### src/rtl/disp_ctrl_pkg.sv
// Shared constants, init ROM and FSM states for the SPI display sequencer.
// The SPI_DISP_BRIGHT_EN build uses the StSendInt state for runtime brightness words.
package disp_ctrl_pkg;

  localparam logic [7:0] DIGIT0    = 8'h01;
  localparam logic [7:0] DIGIT1    = 8'h02;
  localparam logic [7:0] DECODE    = 8'h09;
  localparam logic [7:0] INTENSITY = 8'h0A;
  localparam logic [7:0] SCANLIM   = 8'h0B;
  localparam logic [7:0] SHUTDOWN  = 8'h0C;
  localparam logic [7:0] DISPTEST  = 8'h0F;

  localparam logic [3:0] DASH          = 4'hA;
  localparam logic [3:0] DEF_INTENSITY = 4'h8;
  localparam int unsigned INIT_LEN     = 5;

  typedef enum logic [2:0] {
    StInit,
    StSendLo,
    StSendHi,
    StIdle,
    StSendInt
  } state_e;

  function automatic logic [15:0] init_word(input logic [2:0] idx, input logic [3:0] inten);
    logic [15:0] w;
    case (idx)
      3'd0:    w = {SHUTDOWN, 8'h01};
      3'd1:    w = {DECODE, 8'h03};
      3'd2:    w = {INTENSITY, 4'h0, inten};
      3'd3:    w = {SCANLIM, 8'h01};
      3'd4:    w = {DISPTEST, 8'h00};
      default: w = 16'h0000;
    endcase
    return w;
  endfunction

  // Returns {tens, ones}; out-of-range counts show dashes on both digits.
  function automatic logic [7:0] bcd(input logic [3:0] v);
    logic [7:0] d;
    if (v < 4'd10)      d = {4'h0, v};
    else if (v < 4'd12) d = {4'h1, v - 4'd10};
    else                d = {DASH, DASH};
    return d;
  endfunction

endpackage

### src/rtl/spi_word_tx.sv
// Mode-0 SPI word shifter: MSB first, CLK_DIV clk cycles per half period,
// followed by a 2*CLK_DIV cycle chip-select-high gap before it is ready again.
module spi_word_tx #(
  parameter int unsigned CLK_DIV = 4,
  parameter int unsigned WORD_W  = 16
) (
  input  logic              clk_i,
  input  logic              reset_i,
  input  logic              start_i,
  input  logic [WORD_W-1:0] word_i,
  output logic              spi_mosi_o,
  output logic              spi_clk_o,
  output logic              spi_cs_o,
  output logic              ready_o,
  output logic              done_o
);

  localparam int unsigned DivW = (CLK_DIV > 1) ? $clog2(CLK_DIV) : 1;
  localparam int unsigned BitW = $clog2(WORD_W + 1);
  localparam logic [DivW-1:0] DivMax  = DivW'(CLK_DIV - 1);
  localparam logic [BitW-1:0] BitLast = BitW'(WORD_W);

  logic              active_q, half_q, mosi_q, sclk_q, cs_q;
  logic [DivW-1:0]   div_q;
  logic [BitW-1:0]   bit_q;
  logic [WORD_W-1:0] sreg_q;
  logic              last_cyc;

  // Last gap cycle: a new start here keeps words back to back with no idle cycle.
  assign last_cyc = active_q && (bit_q == BitLast) && half_q && (div_q == DivMax);
  assign ready_o  = !active_q || last_cyc;
  assign done_o   = last_cyc;

  assign spi_mosi_o = mosi_q;
  assign spi_clk_o  = sclk_q;
  assign spi_cs_o   = cs_q;

  always_ff @(posedge clk_i or posedge reset_i) begin
    if (reset_i) begin
      active_q <= 1'b0;
      half_q   <= 1'b0;
      div_q    <= '0;
      bit_q    <= '0;
      sreg_q   <= '0;
      mosi_q   <= 1'b0;
      sclk_q   <= 1'b0;
      cs_q     <= 1'b1;
    end else if (ready_o && start_i) begin
      active_q <= 1'b1;
      half_q   <= 1'b0;
      div_q    <= '0;
      bit_q    <= '0;
      sreg_q   <= word_i;
      mosi_q   <= word_i[WORD_W-1];
      sclk_q   <= 1'b0;
      cs_q     <= 1'b0;
    end else if (last_cyc) begin
      active_q <= 1'b0;
    end else if (active_q) begin
      if (div_q == DivMax) begin
        div_q <= '0;
        if (!half_q) begin
          half_q <= 1'b1;
          sclk_q <= (bit_q != BitLast);
        end else begin
          half_q <= 1'b0;
          sclk_q <= 1'b0;
          bit_q  <= bit_q + 1'b1;
          sreg_q <= sreg_q << 1;
          if (bit_q == BitLast - 1'b1) begin
            cs_q   <= 1'b1;
            mosi_q <= 1'b0;
          end else begin
            mosi_q <= sreg_q[WORD_W-2];
          end
        end
      end else begin
        div_q <= div_q + 1'b1;
      end
    end
  end

endmodule

### src/rtl/spi_disp_ctrl.sv
// MAX7219-style display sequencer: init ROM, then BCD digit updates on value change.
// Define SPI_DISP_BRIGHT_EN to add a runtime intensity input.
module spi_disp_ctrl
  import disp_ctrl_pkg::*;
#(
  parameter int unsigned CLK_DIV = 4,
  parameter int unsigned WORD_W  = 16
) (
  input  logic       clk,
  input  logic       reset,
  input  logic [3:0] value,
`ifdef SPI_DISP_BRIGHT_EN
  input  logic [3:0] intensity,
`endif
  output logic       spi_mosi,
  output logic       spi_clk,
  output logic       spi_cs,
  output logic       busy,
  output logic       init_done
);

  state_e      state_q, state_d;
  logic [2:0]  idx_q, idx_d;
  logic        last_vld_q, last_vld_d;
  logic [3:0]  last_q, last_d, snap_q, snap_d;
  logic        init_done_q, init_done_d, busy_q;
  logic [3:0]  int_cur;
  logic        val_chg, int_chg;
  logic        tx_start, tx_ready, tx_done;
  logic [15:0] word16;
  logic [7:0]  digits;

`ifdef SPI_DISP_BRIGHT_EN
  logic [3:0] int_snap_q, int_snap_d, int_last_q, int_last_d;
  assign int_cur = intensity;
  assign int_chg = (int_cur != int_last_q);
`else
  assign int_cur = DEF_INTENSITY;
  assign int_chg = 1'b0;
`endif

  assign val_chg = !last_vld_q || (value != last_q);

  always_comb begin
    state_d     = state_q;
    idx_d       = idx_q;
    last_vld_d  = last_vld_q;
    last_d      = last_q;
    snap_d      = snap_q;
    init_done_d = init_done_q;
`ifdef SPI_DISP_BRIGHT_EN
    int_snap_d  = int_snap_q;
    int_last_d  = int_last_q;
`endif
    unique case (state_q)
      StInit: begin
        if (tx_done) begin
          if (idx_q == 3'(INIT_LEN - 1)) begin
            state_d     = StIdle;
            init_done_d = 1'b1;
          end else begin
            idx_d = idx_q + 3'd1;
          end
        end
      end
      StIdle: begin
`ifdef SPI_DISP_BRIGHT_EN
        if (int_chg) begin
          int_snap_d = int_cur;
          state_d    = StSendInt;
        end else
`endif
        if (val_chg) begin
          snap_d  = value;
          state_d = StSendLo;
        end
      end
      StSendInt: begin
`ifdef SPI_DISP_BRIGHT_EN
        if (tx_done) begin
          int_last_d = int_snap_q;
          if (val_chg) begin
            snap_d  = value;
            state_d = StSendLo;
          end else begin
            state_d = StIdle;
          end
        end
`endif
      end
      StSendLo: if (tx_done) state_d = StSendHi;
      StSendHi: begin
        if (tx_done) begin
          last_vld_d = 1'b1;
          last_d     = snap_q;
          state_d    = StIdle;
        end
      end
      default: state_d = StIdle;
    endcase
`ifdef SPI_DISP_BRIGHT_EN
    // Remember the intensity actually shifted out by the init ROM.
    if (tx_ready && state_d == StInit && idx_d == 3'd2) int_last_d = int_cur;
`endif
  end

  // The next word is chosen from next-state so it can launch in the done cycle.
  always_comb begin
    digits = bcd(snap_d);
    unique case (state_d)
      StInit:    word16 = init_word(idx_d, int_cur);
      StSendLo:  word16 = {DIGIT0, 4'h0, digits[3:0]};
      StSendHi:  word16 = {DIGIT1, 4'h0, digits[7:4]};
`ifdef SPI_DISP_BRIGHT_EN
      StSendInt: word16 = {INTENSITY, 4'h0, int_snap_d};
`endif
      default:   word16 = 16'h0000;
    endcase
  end

  assign tx_start  = tx_ready && (state_d != StIdle);
  assign busy      = busy_q || ((state_q == StIdle) && (val_chg || int_chg));
  assign init_done = init_done_q;

  always_ff @(posedge clk or posedge reset) begin
    if (reset) begin
      state_q     <= StInit;
      idx_q       <= 3'd0;
      last_vld_q  <= 1'b0;
      last_q      <= 4'h0;
      snap_q      <= 4'h0;
      init_done_q <= 1'b0;
      busy_q      <= 1'b0;
`ifdef SPI_DISP_BRIGHT_EN
      int_snap_q  <= DEF_INTENSITY;
      int_last_q  <= DEF_INTENSITY;
`endif
    end else begin
      state_q     <= state_d;
      idx_q       <= idx_d;
      last_vld_q  <= last_vld_d;
      last_q      <= last_d;
      snap_q      <= snap_d;
      init_done_q <= init_done_d;
      busy_q      <= (state_d != StIdle);
`ifdef SPI_DISP_BRIGHT_EN
      int_snap_q  <= int_snap_d;
      int_last_q  <= int_last_d;
`endif
    end
  end

  spi_word_tx #(
    .CLK_DIV(CLK_DIV),
    .WORD_W (WORD_W)
  ) u_tx (
    .clk_i     (clk),
    .reset_i   (reset),
    .start_i   (tx_start),
    .word_i    (WORD_W'(word16)),
    .spi_mosi_o(spi_mosi),
    .spi_clk_o (spi_clk),
    .spi_cs_o  (spi_cs),
    .ready_o   (tx_ready),
    .done_o    (tx_done)
  );

endmodule

### config.mk
export PLATFORM = sky130hd
export DESIGN_NAME = spi_disp_ctrl
export DESIGN_NICKNAME = d
export VERILOG_FILES = /design/src/rtl/disp_ctrl_pkg.sv /design/src/rtl/spi_word_tx.sv /design/src/rtl/spi_disp_ctrl.sv
export SDC_FILE = /design/constraint.sdc
export NUM_CORES = 1
export LEC_CHECK = 0
export CAP_MARGIN = 25
export CORE_ASPECT_RATIO = 1.25
export CORE_MARGIN = 4
export CORE_UTILIZATION = 35
export CTS_CLUSTER_DIAMETER = 80
export DETAILED_ROUTE_END_ITERATION = 8
export GPL_ROUTABILITY_DRIVEN = 1
export PLACE_DENSITY = 0.63
export SLEW_MARGIN = 5
export SYNTH_ARGS = -nofsm -noshare
export SYNTH_HDL_FRONTEND = slang
export SYNTH_SLANG_ARGS = --single-unit
### constraint.sdc
create_clock -name clk -period 2.6 [get_ports clk]
set_input_delay 0.26 -clock clk [delete_from_list [all_inputs] [get_ports clk]]
set_output_delay 0.26 -clock clk [all_outputs]
set_load 0.01 [all_outputs]
==> results of run 1 <==
==> sequential cells by signal, indices dropped and copies added (netlist names) <==
signal	count
u_tx.active_q	1
idx_q	3
state_q	3
last_vld_q	1
u_tx.spi_clk_o	1
busy_q	1
init_done	1
u_tx.spi_mosi_o	1
u_tx.div_q	2
u_tx.half_q	1
snap_q	4
u_tx.bit_q	5
u_tx.sreg_q	15
last_q	4
u_tx.spi_cs_o	1
==> power by group through the flow <==
stage	sequential, mW	combinational, mW	clock (mW)
CTS	0.684	0.0405	0.564
global placement	0.697	0.0399	0
floorplan	0.697	0.0193	0
finish	0.684	0.0390	0.543
detailed placement	0.697	0.0404	0
global route	0.684	0.0442	0.587
==> cell type report <==
| type | count | area, sq um |
|---|---|---|
| clock buffers | 5 | 68.8 |
| clock inverters | 3 | 46.3 |
| fillers | 717 | 4120 |
| inverters | 15 | 56.3 |
| multi-input cells | 203 | 1290 |
| flip-flops and latches | 44 | 1100 |
| well taps | 90 | 113 |
| repair buffers | 26 | 220 |
==> per-stage QoR <==
| step | hold WS [ns] | cell area [sq um] | util | power, mW |
|---|---|---|---|---|
| finish | 0.235 | 2900 | 0.412 | 1.27 |
| CTS | 0.241 | 2900 | 0.412 | 1.29 |
| global route | 0.267 | 2900 | 0.412 | 1.32 |
| global placement | 0.472 | 2780 | 0.396 | 0.737 |
| floorplan | 0.411 | 2530 | - | 0.717 |
| detailed placement | 0.480 | 2780 | 0.396 | 0.738 |
==> worst max-delay path: cells and delay by family, from the launching register on <==
family	cells	cell delay, ns
and+or+nand+nor	4	1.21
DFF	1	0.44
AOI/OAI and AO/OA	2	0.34
adders and majority gates	1	0.20
buffers and inverters	1	0.13
==> layer usage <==
metal | vias up | wire length (um) | part of all wire | track usage
met5 | - | 0 | 0 | 0
met4 | 0 | 143 | 0.026 | 0.0557
met3 | 9 | 200 | 0.037 | 0.0280
met2 | 40 | 2650 | 0.49 | 0.227
met1 | 962 | 2450 | 0.45 | 0.164
li1 | 1026 | - | - | -
==> cell usage in the layout, fill, tap and decap left out, types with 2 or more instances in the layout <==
cell type and n:
or4_1 3, a41oi_1 2, nand3_1 6, dfrtp_1 43, xor2_1 3, a31oi_1 6, nand3b_1 4, xnor2_1 4
and3b_1 2, clkbuf_8 5, o22ai_1 2, o21ai_1 4, a32o_1 2, o21a_1 2, nand2_1 42, buf_4 16
nor2_1 14, a21oi_1 18, nand4_1 4, and3_1 3, nor3_1 6, ha_1 6, mux2i_1 6, nand2b_1 4
o21bai_1 2, clkdlybuf4s50_1 10, nor3b_1 3, o211ai_1 6, mux2_2 9, o21ai_0 17, inv_1 14
==> final timing paths <==
path,start,end,slack (ns)
min in group clk,last_vld_q,last_vld_q,0.51
min,reset,u_tx.sreg_q[9],0.23
max in group asynchronous,reset,state_q[1],1.78
max,idx_q[0],u_tx.bit_q[0],0.20
max reg2reg,idx_q[0],u_tx.bit_q[0],0.20
min reg2reg,last_vld_q,last_vld_q,0.51
==> kinds of logic after synthesis <==
kind of cell,count (synthesis)
compound gates,73
mux,15
xor+xnor,7
simple gates,102
fa+ha+maj,6
buf+inv,30
flops,44
==> results.md, run 1 <==
* Switch Pwr at roughly 0.28 mW
* Synth warn at 0
* DRC viols at 0
* Synth top cells by count: dfrtp_1, nand2_1, a21oi_1
* Post-DR vias/cell at 5.28
* Cells along the critical path: inv_1, ha_1, nand2_1, or4_1, and2_1, o211a_1, or3_1, o21ai_0
* HP Class: input pin to async pin
* Maximum buffer depth of the clock tree at 2
* Dpl cells at 378
* Clock Power Share at 0.429
* Mean Syn Cell Area at between 9 and 10 sq um
* Slew Viols, Final at 0
* Tcrit/Tclk final at 0.924
* DIE HEIGHT at 103 um
* Pin count of the biggest net entering global routing at 19
* Simple-gate share of the synthesized area at 0.208
* Die ar. at 8660 sq um
* Final setup vio count at 0
* Top Ports at 11
* Area leader, netlist: dfrtp_1
* Initial antenna violation count at 0
* Largest family of logic cells by synthesized area: simple AND/OR/NAND/NOR gates
* Layout cells sized above 1 at 0.132
* Final nets at 307
* Area Overhead vs Synth at 14.4%
* Fin cells at 386
* Top FF cell, synth: dfrtp_1
* XOR/XNOR Fraction of Synth Area at 0.0242
* Outcome: finished, final reports clean
* Seq cells post-synth at 44
* Root buf cell: clkbuf_8
* CP Data Required Time at 2.81 ns
* Final GP Congestion at 0.881
* Setup TNS at 0 ns
* Fmax at 416 MHz
* Dpl hpwl at 3990 um
* Switch share at 0.219
* Initial Util at 0.361
* Core area at around 7000 sq um
* Ys async rst share at 1.00
* Most common cell in the synthesized netlist: dfrtp_1
* CTS tree: built
* Pwr dens at 437 nW/um^2
* First-pass GRT wire length at 9390 um
* Clk sinks at between 40 and 50
* Leak at about 1.3 nW
* Hold buffers post-CTS at 0
* Slew headroom at 0.597
* Synthesized area at 2530 sq um
* WP data arrival at 2.62 ns
* Total CTS buffers at 5
* Cells on worst reg2reg path at 8
* Post-CTS Setup Inserts at 0
* Adder-cell share of the synthesized area at 0.0297
* Vias at 2037
* GR Overflow Total at 0
* Post-synth net total at 289
* Tmin final at 2.40 ns
* Worst path slowest cell: or4_1
* Synth Area in Compound Gates at 0.184
* Proportion of power drawn by combinational gates at 0.031
* Slew of the pin with the lowest slew margin at 0.603 ns
* Number of core rows at 34
* CP max stage delay at 0.50 ns
* Diodes inserted at 0
* Internal cell power at between 0.9 and 1 mW
* Routed WL at 5450 um
* Post-synthesis sequential area ratio at 0.435
* Critical path class: flip-flop to flip-flop
* Die width at 84.1 um
* Port Buffers at 10
* # H-tree levels at 2
* Worst-Skew Late Latency at 0.30 ns
* Max Cap Viol at 0
* Tot GR Track Use at 0.133
* Final clock skew at 0.00699 ns
* Wire length per cell at about 14 um
* Synth top area cells: dfrtp_1, nand2_1, mux2_2
* Nature of the critical path startpoint: flip-flop
* Vias in the first global route at ~2000
* RSZ-0062 raised after global routing: false
* Post-CTS sizing at 0
* Initial drt markers at 122
* Crit path capture type: flip-flop
* Yosys cell types at 55
* Cells after synthesis at 277
* Critical-path maximum fanout at 13
* Area share of the largest cell type after synthesis at 0.425
* Flop pwr share at 0.540
* Antenna Nets Post-Route at 0
* Number of flops mapped to enable cells by yosys at 0
* Worst-path clk slew at 0.09 ns
* Drt pass-1 iters at 4
* Pre-CTS setup slack at 0.234 ns
* Final WS setup at ~0.20 ns
* Final Hold Fails at 0
* Max IR drop VDD at 0.301 mV
* Proportion of synthesized area in mux cells at 0.0638
No activity file was read; power rests on OpenSTA's default activity.
==> run 2, diff against run 1 <==
--- a/config.mk
+++ b/config.mk
@@ -6,7 +6,6 @@
 export NUM_CORES = 1
 export LEC_CHECK = 0
 export CAP_MARGIN = 25
-export CORE_ASPECT_RATIO = 1.25
 export CORE_MARGIN = 4
 export CORE_UTILIZATION = 35
 export CTS_CLUSTER_DIAMETER = 80
==> constraint.sdc (replaced) <==
create_clock -name clk -period 2.6 [get_ports clk]
set_input_delay 0.52 -clock clk [delete_from_list [all_inputs] [get_ports clk]]
set_output_delay 0.52 -clock clk [all_outputs]
set_load 0.01 [all_outputs]
==> run 2 against run 1 <==
Effect of this change: cell area increased by 2.3%; critical path depth decreased by 2; largest cell class unchanged; core utilization increased by 1.6 points; first-iteration DRC count increased by 16%; flip-flop and latch count unchanged; register-to-register slack improved by 0.06 ns; clock skew increased by 0.0053 ns; clock power decreased by 12%; total power decreased by 4.7%; setup slack improved by 0.032 ns.
==> results.md, run 2 (synthesis gave the netlist of run 1 again) <==
* Outcome: finished, final reports clean
* Area of all sequential standard cells at about 1100 sq um
* Fmax at 422 MHz
* Leak at around 1.3 nW
* Switch share at 0.216
* Slew of the pin with the lowest slew margin at 0.811 ns
* Final Core Density at 0.429
* Worst-path clk slew at 0.08 ns
* Vias at around 2100
* Multi-input logic area at ~1300 sq um
* Antenna Nets Post-Route at 0
* Slew headroom at 0.457
* Flop pwr share at 0.567
* Port Buffers at 10
* Hold Path Depth at 1
* Diodes inserted at 0
* CP top delay family: buffers and inverters
* # H-tree levels at 2
* Worst r2r src: u_tx.bit_q[0]
* Fill cells at about 740
* Die ar. at 8660 sq um
* Slew Viols, Final at 0
* Clk sinks at 44
* Top Registers: u_tx.sreg_q (15), u_tx.bit_q (5)
* Max FFs per register at 15
* DIE HEIGHT at 93.0 um
* Final Hold Fails at 0
* Maximum buffer depth of the clock tree at 2
* Endpoint, Worst Hold: init_done
* Initial drt markers at 141
* Pwr dens at around 410 nW/um^2
* Post-Layout Inst Area at around 3000 sq um
* Setup TNS at 0 ns
* Placed Area at about 2900 sq um
* Number of core rows at 30
* Final WS setup at 0.229 ns
* Final Power at 1.21 mW
* RSZ-0062 raised after global routing: false
* Tot GR Track Use at 0.135
* Final GP Congestion at 0.825
* Pre-CTS setup slack at -0.0604 ns
* Switch Pwr at ~0.26 mW
* Critical path class: input pin to primary output
* Die width at 93.0 um
* RR Endpoint: u_tx.bit_q[0]
* Most frequent cells in the layout: dfrtp_1, nand2_1, buf_4
* Top Ports at 11
* Root buf cell: clkbuf_8
* Total CTS buffers at 5
* CP max stage delay at 0.49 ns
* First-pass GRT wire length at between 9000 and 10000 um
* Max IR drop VDD at 0.216 mV
* Most common cell after layout, fill and taps aside: dfrtp_1
* Layout cells sized above 1 at 0.157
* Proportion of power drawn by combinational gates at 0.036
* Critical hold path startpoint: init_done
* Final setup vio count at 0
* Max Cap Viol at 0
* DRC viols at 0
* Tmin final at ~2.4 ns
* Worst-Skew Late Latency at 0.30 ns
* Core area at approximately 6900 sq um
* Wire length per cell at 13.5 um
* Nature of the critical path startpoint: input pin
* CP Data Required Time at ~2.1 ns
* Final nets at roughly 320
* CTS tree: built
* Dpl hpwl at 3930 um
* Fin cells at ~400
* Crit path capture type: primary output
* Worst path slowest cell: clkdlybuf4s50_1
* Critical-path maximum fanout at 2
* Clock Power Share at 0.397
* Cells along the critical path: clkdlybuf4s50_1, xnor2_1, nand3_1, o21ai_1, nand2b_1, dlygate4sd2_1
* Pin count of the biggest net entering global routing at 37
* Dpl cells at 394
* Routed WL at 5420 um
* Final clock skew at 0.0122 ns
* Drt pass-1 iters at 4
* Initial Util at 0.366
* Area Overhead vs Synth at 17.0%
* Largest register by flop count: u_tx.sreg_q
* Post-DR vias/cell at 5.16
* Tcrit/Tclk final at 0.912
* Hold buffers post-CTS at 0
* GR Overflow Total at 0
* WP data arrival at between 1.5 and 2 ns
* Worst hold slack at roughly 0.47 ns
* Internal cell power at 0.945 mW
* Vias in the first global route at 1985
* Flop2flop setup slack at approximately 0.26 ns
* HP Class: flip-flop to flip-flop
* Buffers & Inverters on Critical Path at 2
* Cells on worst reg2reg path at 8
* Initial antenna violation count at 0
## run 2: per-layer routing
layer  wire length, um  vias up  GRT usage  share of wire
li1                  -     1043          -              -
met2              2560       30      0.212           0.47
met5                 0        -          0              0
met3               163        2     0.0241          0.030
met4                23        0     0.0403         0.0042
met1              2660      998      0.189           0.49
## run 2: worst max path at each step
stage / cells after the start / to / start / slack [ns]
final: 6 / busy / value[2] / 0.23
after global routing: 9 / u_tx.sreg_q[1] / u_tx.bit_q[0] / 0.03
after CTS: 6 / busy / value[2] / 0.21
after detailed placement: 6 / busy / value[2] / -0.06
after global placement: 6 / busy / value[2] / -0.07
after floorplan: 6 / busy / value[3] / 0.37
## run 2: timing repair
action,4_1_cts,5_1_grt
setup buffers,0,0
setup endpoints to repair,1,0
gates resized for setup,2,0
## run 2: power by group through the flow
| stage | clock, mW | combinational (mW) | sequential, mW |
|---|---|---|---|
| detailed placement | 0 | 0.0450 | 0.697 |
| global placement | 0 | 0.0443 | 0.697 |
| CTS | 0.496 | 0.0450 | 0.684 |
| floorplan | 0 | 0.0193 | 0.697 |
| global route | 0.525 | 0.0492 | 0.684 |
| finish | 0.479 | 0.0432 | 0.684 |
## run 2: area by class of cell
cell class              count  share of cell area
clock buffers               8              0.0338
inverters                  15              0.0190
multi-input cells         203               0.435
flip-flops and latches     44               0.372
well taps                  96              0.0406
repair buffers             36              0.0993
==> run 3, diff against run 2 <==
--- a/config.mk
+++ b/config.mk
@@ -6,12 +6,14 @@
 export NUM_CORES = 1
 export LEC_CHECK = 0
 export CAP_MARGIN = 25
+export CELL_PAD_IN_SITES_DETAIL_PLACEMENT = 0
+export CELL_PAD_IN_SITES_GLOBAL_PLACEMENT = 1
 export CORE_MARGIN = 4
 export CORE_UTILIZATION = 35
 export CTS_CLUSTER_DIAMETER = 80
 export DETAILED_ROUTE_END_ITERATION = 8
 export GPL_ROUTABILITY_DRIVEN = 1
-export PLACE_DENSITY = 0.63
+export PLACE_DENSITY = 0.74
 export SLEW_MARGIN = 5
 export SYNTH_ARGS = -nofsm -noshare
 export SYNTH_HDL_FRONTEND = slang
==> run 3 against run 2 <==
Effect of this change: critical path depth is 2 higher; core utilization grew 0.47 points; cell area up 1.1%; final cell count is 0.50% lower; setup slack better by 0.059 ns; register-to-register slack gained 0.03 ns; first-iteration DRC count down 39%; global-route usage grew 0.75 points; die area stayed put; clock-buffer cell count unchanged; maximum frequency is 2.6% higher; non-clock buffer count fell by 2; critical endpoint is now u_tx.bit_q[0]; largest power group unchanged; highest routed layer unchanged.
==> results.md, run 3 (synthesis gave the netlist of run 1 again) <==
* Slew headroom at 0.474
* GR Overflow Total at 0
* Post-Layout Inst Area at 2990 sq um
* First-pass GRT wire length at 9790 um
* Initial Util at 0.366
* Proportion of power drawn by combinational gates at 0.039
* Largest register by flop count: u_tx.sreg_q
* Clock Power Share at 0.391
* Critical path class: flip-flop to flip-flop
* CTS tree: built
* Maximum buffer depth of the clock tree at 2
* Clk sinks at 44
* Pwr dens at 400 nW/um^2
* Port Buffers at 10
* Max FFs per register at 15
* Slew of the pin with the lowest slew margin at 0.786 ns
* Outcome: finished, final reports clean
* Max Cap Viol at 0
* Most frequent cells in the layout: dfrtp_1, nand2_1, buf_4
* Internal cell power at 0.947 mW
* Leak at ~1.3 nW
* Initial drt markers at 86
* Post-CTS Setup Inserts at 0
* Final Hold Fails at 0
* Final Core Density at 0.434
* Vias at 2049
* Final nets at 315
* Wire length per cell at 13.9 um
* Dpl hpwl at 4040 um
* DIE HEIGHT at 93.0 um
* Switch Pwr at 0.252 mW
* Core area at 6910 sq um
* Tmin final at 2.31 ns
* Fmax at around 430 MHz
* DRC viols at 0
* Final Power at 1.20 mW
* Root buf cell: clkbuf_8
* Final WS setup at 0.288 ns
* RSZ-0062 raised after global routing: false
* Max IR drop VDD at 0.191 mV
* Pre-CTS setup slack at -0.0667 ns
* Hold buffers post-CTS at 0
* Drt pass-1 iters at 5
* Worst hold slack at 0.482 ns
* Routed WL at 5540 um
* Pin count of the biggest net entering global routing at 26
* Area Overhead vs Synth at 18.3%
* Fill cells at 712
* Slew Viols, Final at 0
* Final GP Congestion at 0.847
* Top Ports at 11
* Crit path capture type: flip-flop
* Worst-Skew Late Latency at between 0.2 and 0.3 ns
* Placed Area at around 2900 sq um
* Setup TNS at 0 ns
* Top Registers: u_tx.sreg_q (15), u_tx.bit_q (5)
* Dpl cells at 392
* Vias in the first global route at 1977
* Die ar. at 8660 sq um
* Tcrit/Tclk final at 0.889
* Final clock skew at a little under 0.006 ns
* Diodes inserted at 0
* # H-tree levels at 2
* Antenna Nets Post-Route at 0
* Final setup vio count at 0
* Post-DR vias/cell at ~5
* Number of core rows at 30
* Die width at 93.0 um
* HP Class: flip-flop to flip-flop
* Initial antenna violation count at 0
* Worst-path clk slew at 0.08 ns
* Critical-path maximum fanout at 13
* CP Data Required Time at 2.82 ns
* WP data arrival at 2.53 ns
* Layout cells sized above 1 at 0.171
* Fin cells at 400
* Tot GR Track Use at 0.142
* Switch share at 0.210
* Most common cell after layout, fill and taps aside: dfrtp_1
* Total CTS buffers at 5
* Flop pwr share at 0.570
* Nature of the critical path startpoint: flip-flop
run 3: worst paths after layout:
path / startpoint / to / slack (ns) / depth (start not counted)
min in group asynchronous: reset / u_tx.sreg_q[0] / 0.55 / 2
max in group asynchronous: reset / u_tx.spi_cs_o / 1.48 / 3
worst min-delay path: init_done / init_done / 0.48 / 1
worst max-delay path: u_tx.bit_q[0] / u_tx.bit_q[0] / 0.29 / 8
worst max register to register: u_tx.bit_q[0] / u_tx.bit_q[0] / 0.29 / 8
worst min register to register: init_done / init_done / 0.48 / 1
run 3: power by group through the flow:
stage | clock network [mW] | registers, mW | logic [mW]
after floorplan | 0 | 0.697 | 0.0193
after global placement | 0 | 0.697 | 0.0452
after detailed placement | 0 | 0.697 | 0.0453
after CTS | 0.493 | 0.684 | 0.0461
after global routing | 0.530 | 0.684 | 0.0520
final | 0.468 | 0.684 | 0.0471
run 3: cell type report:
cell class,count,area (sq um),area share
Multi-Input combinational cell,203,1320,0.441
Sequential cell,44,1100,0.368
Timing Repair Buffer,34,295,0.0986
Tap cell,96,120,0.0401
Clock buffer,8,100,0.0334
Inverter,15,56.3,0.0188
run 3: critical path, cell delays in order (launching register included):
cell and delay [ns]:
dfrtp_1 0.42, inv_1 0.08, ha_1 0.16, nand4bb_1 0.15, or4_1 0.57, and2_1 0.20
o211a_2 0.22, or3_1 0.36, o21ai_0 0.07
run 3: routing by layer:
metal / GRT usage / routed length [um] / vias to the layer above
li1: - / - / 1045
met1: 0.200 / 2770 / 986
met2: 0.219 / 2610 / 13
met3: 0.0338 / 123 / 5
met4: 0.0366 / 36 / 0
met5: 0 / 0 / -
run 3: repair_timing:
| item | 4_1_cts | 5_1_grt |
|---|---|---|
| pin swaps | 0 | 1 |
| gates resized for setup | 2 | 6 |
| setup endpoints to repair | 1 | 3 |
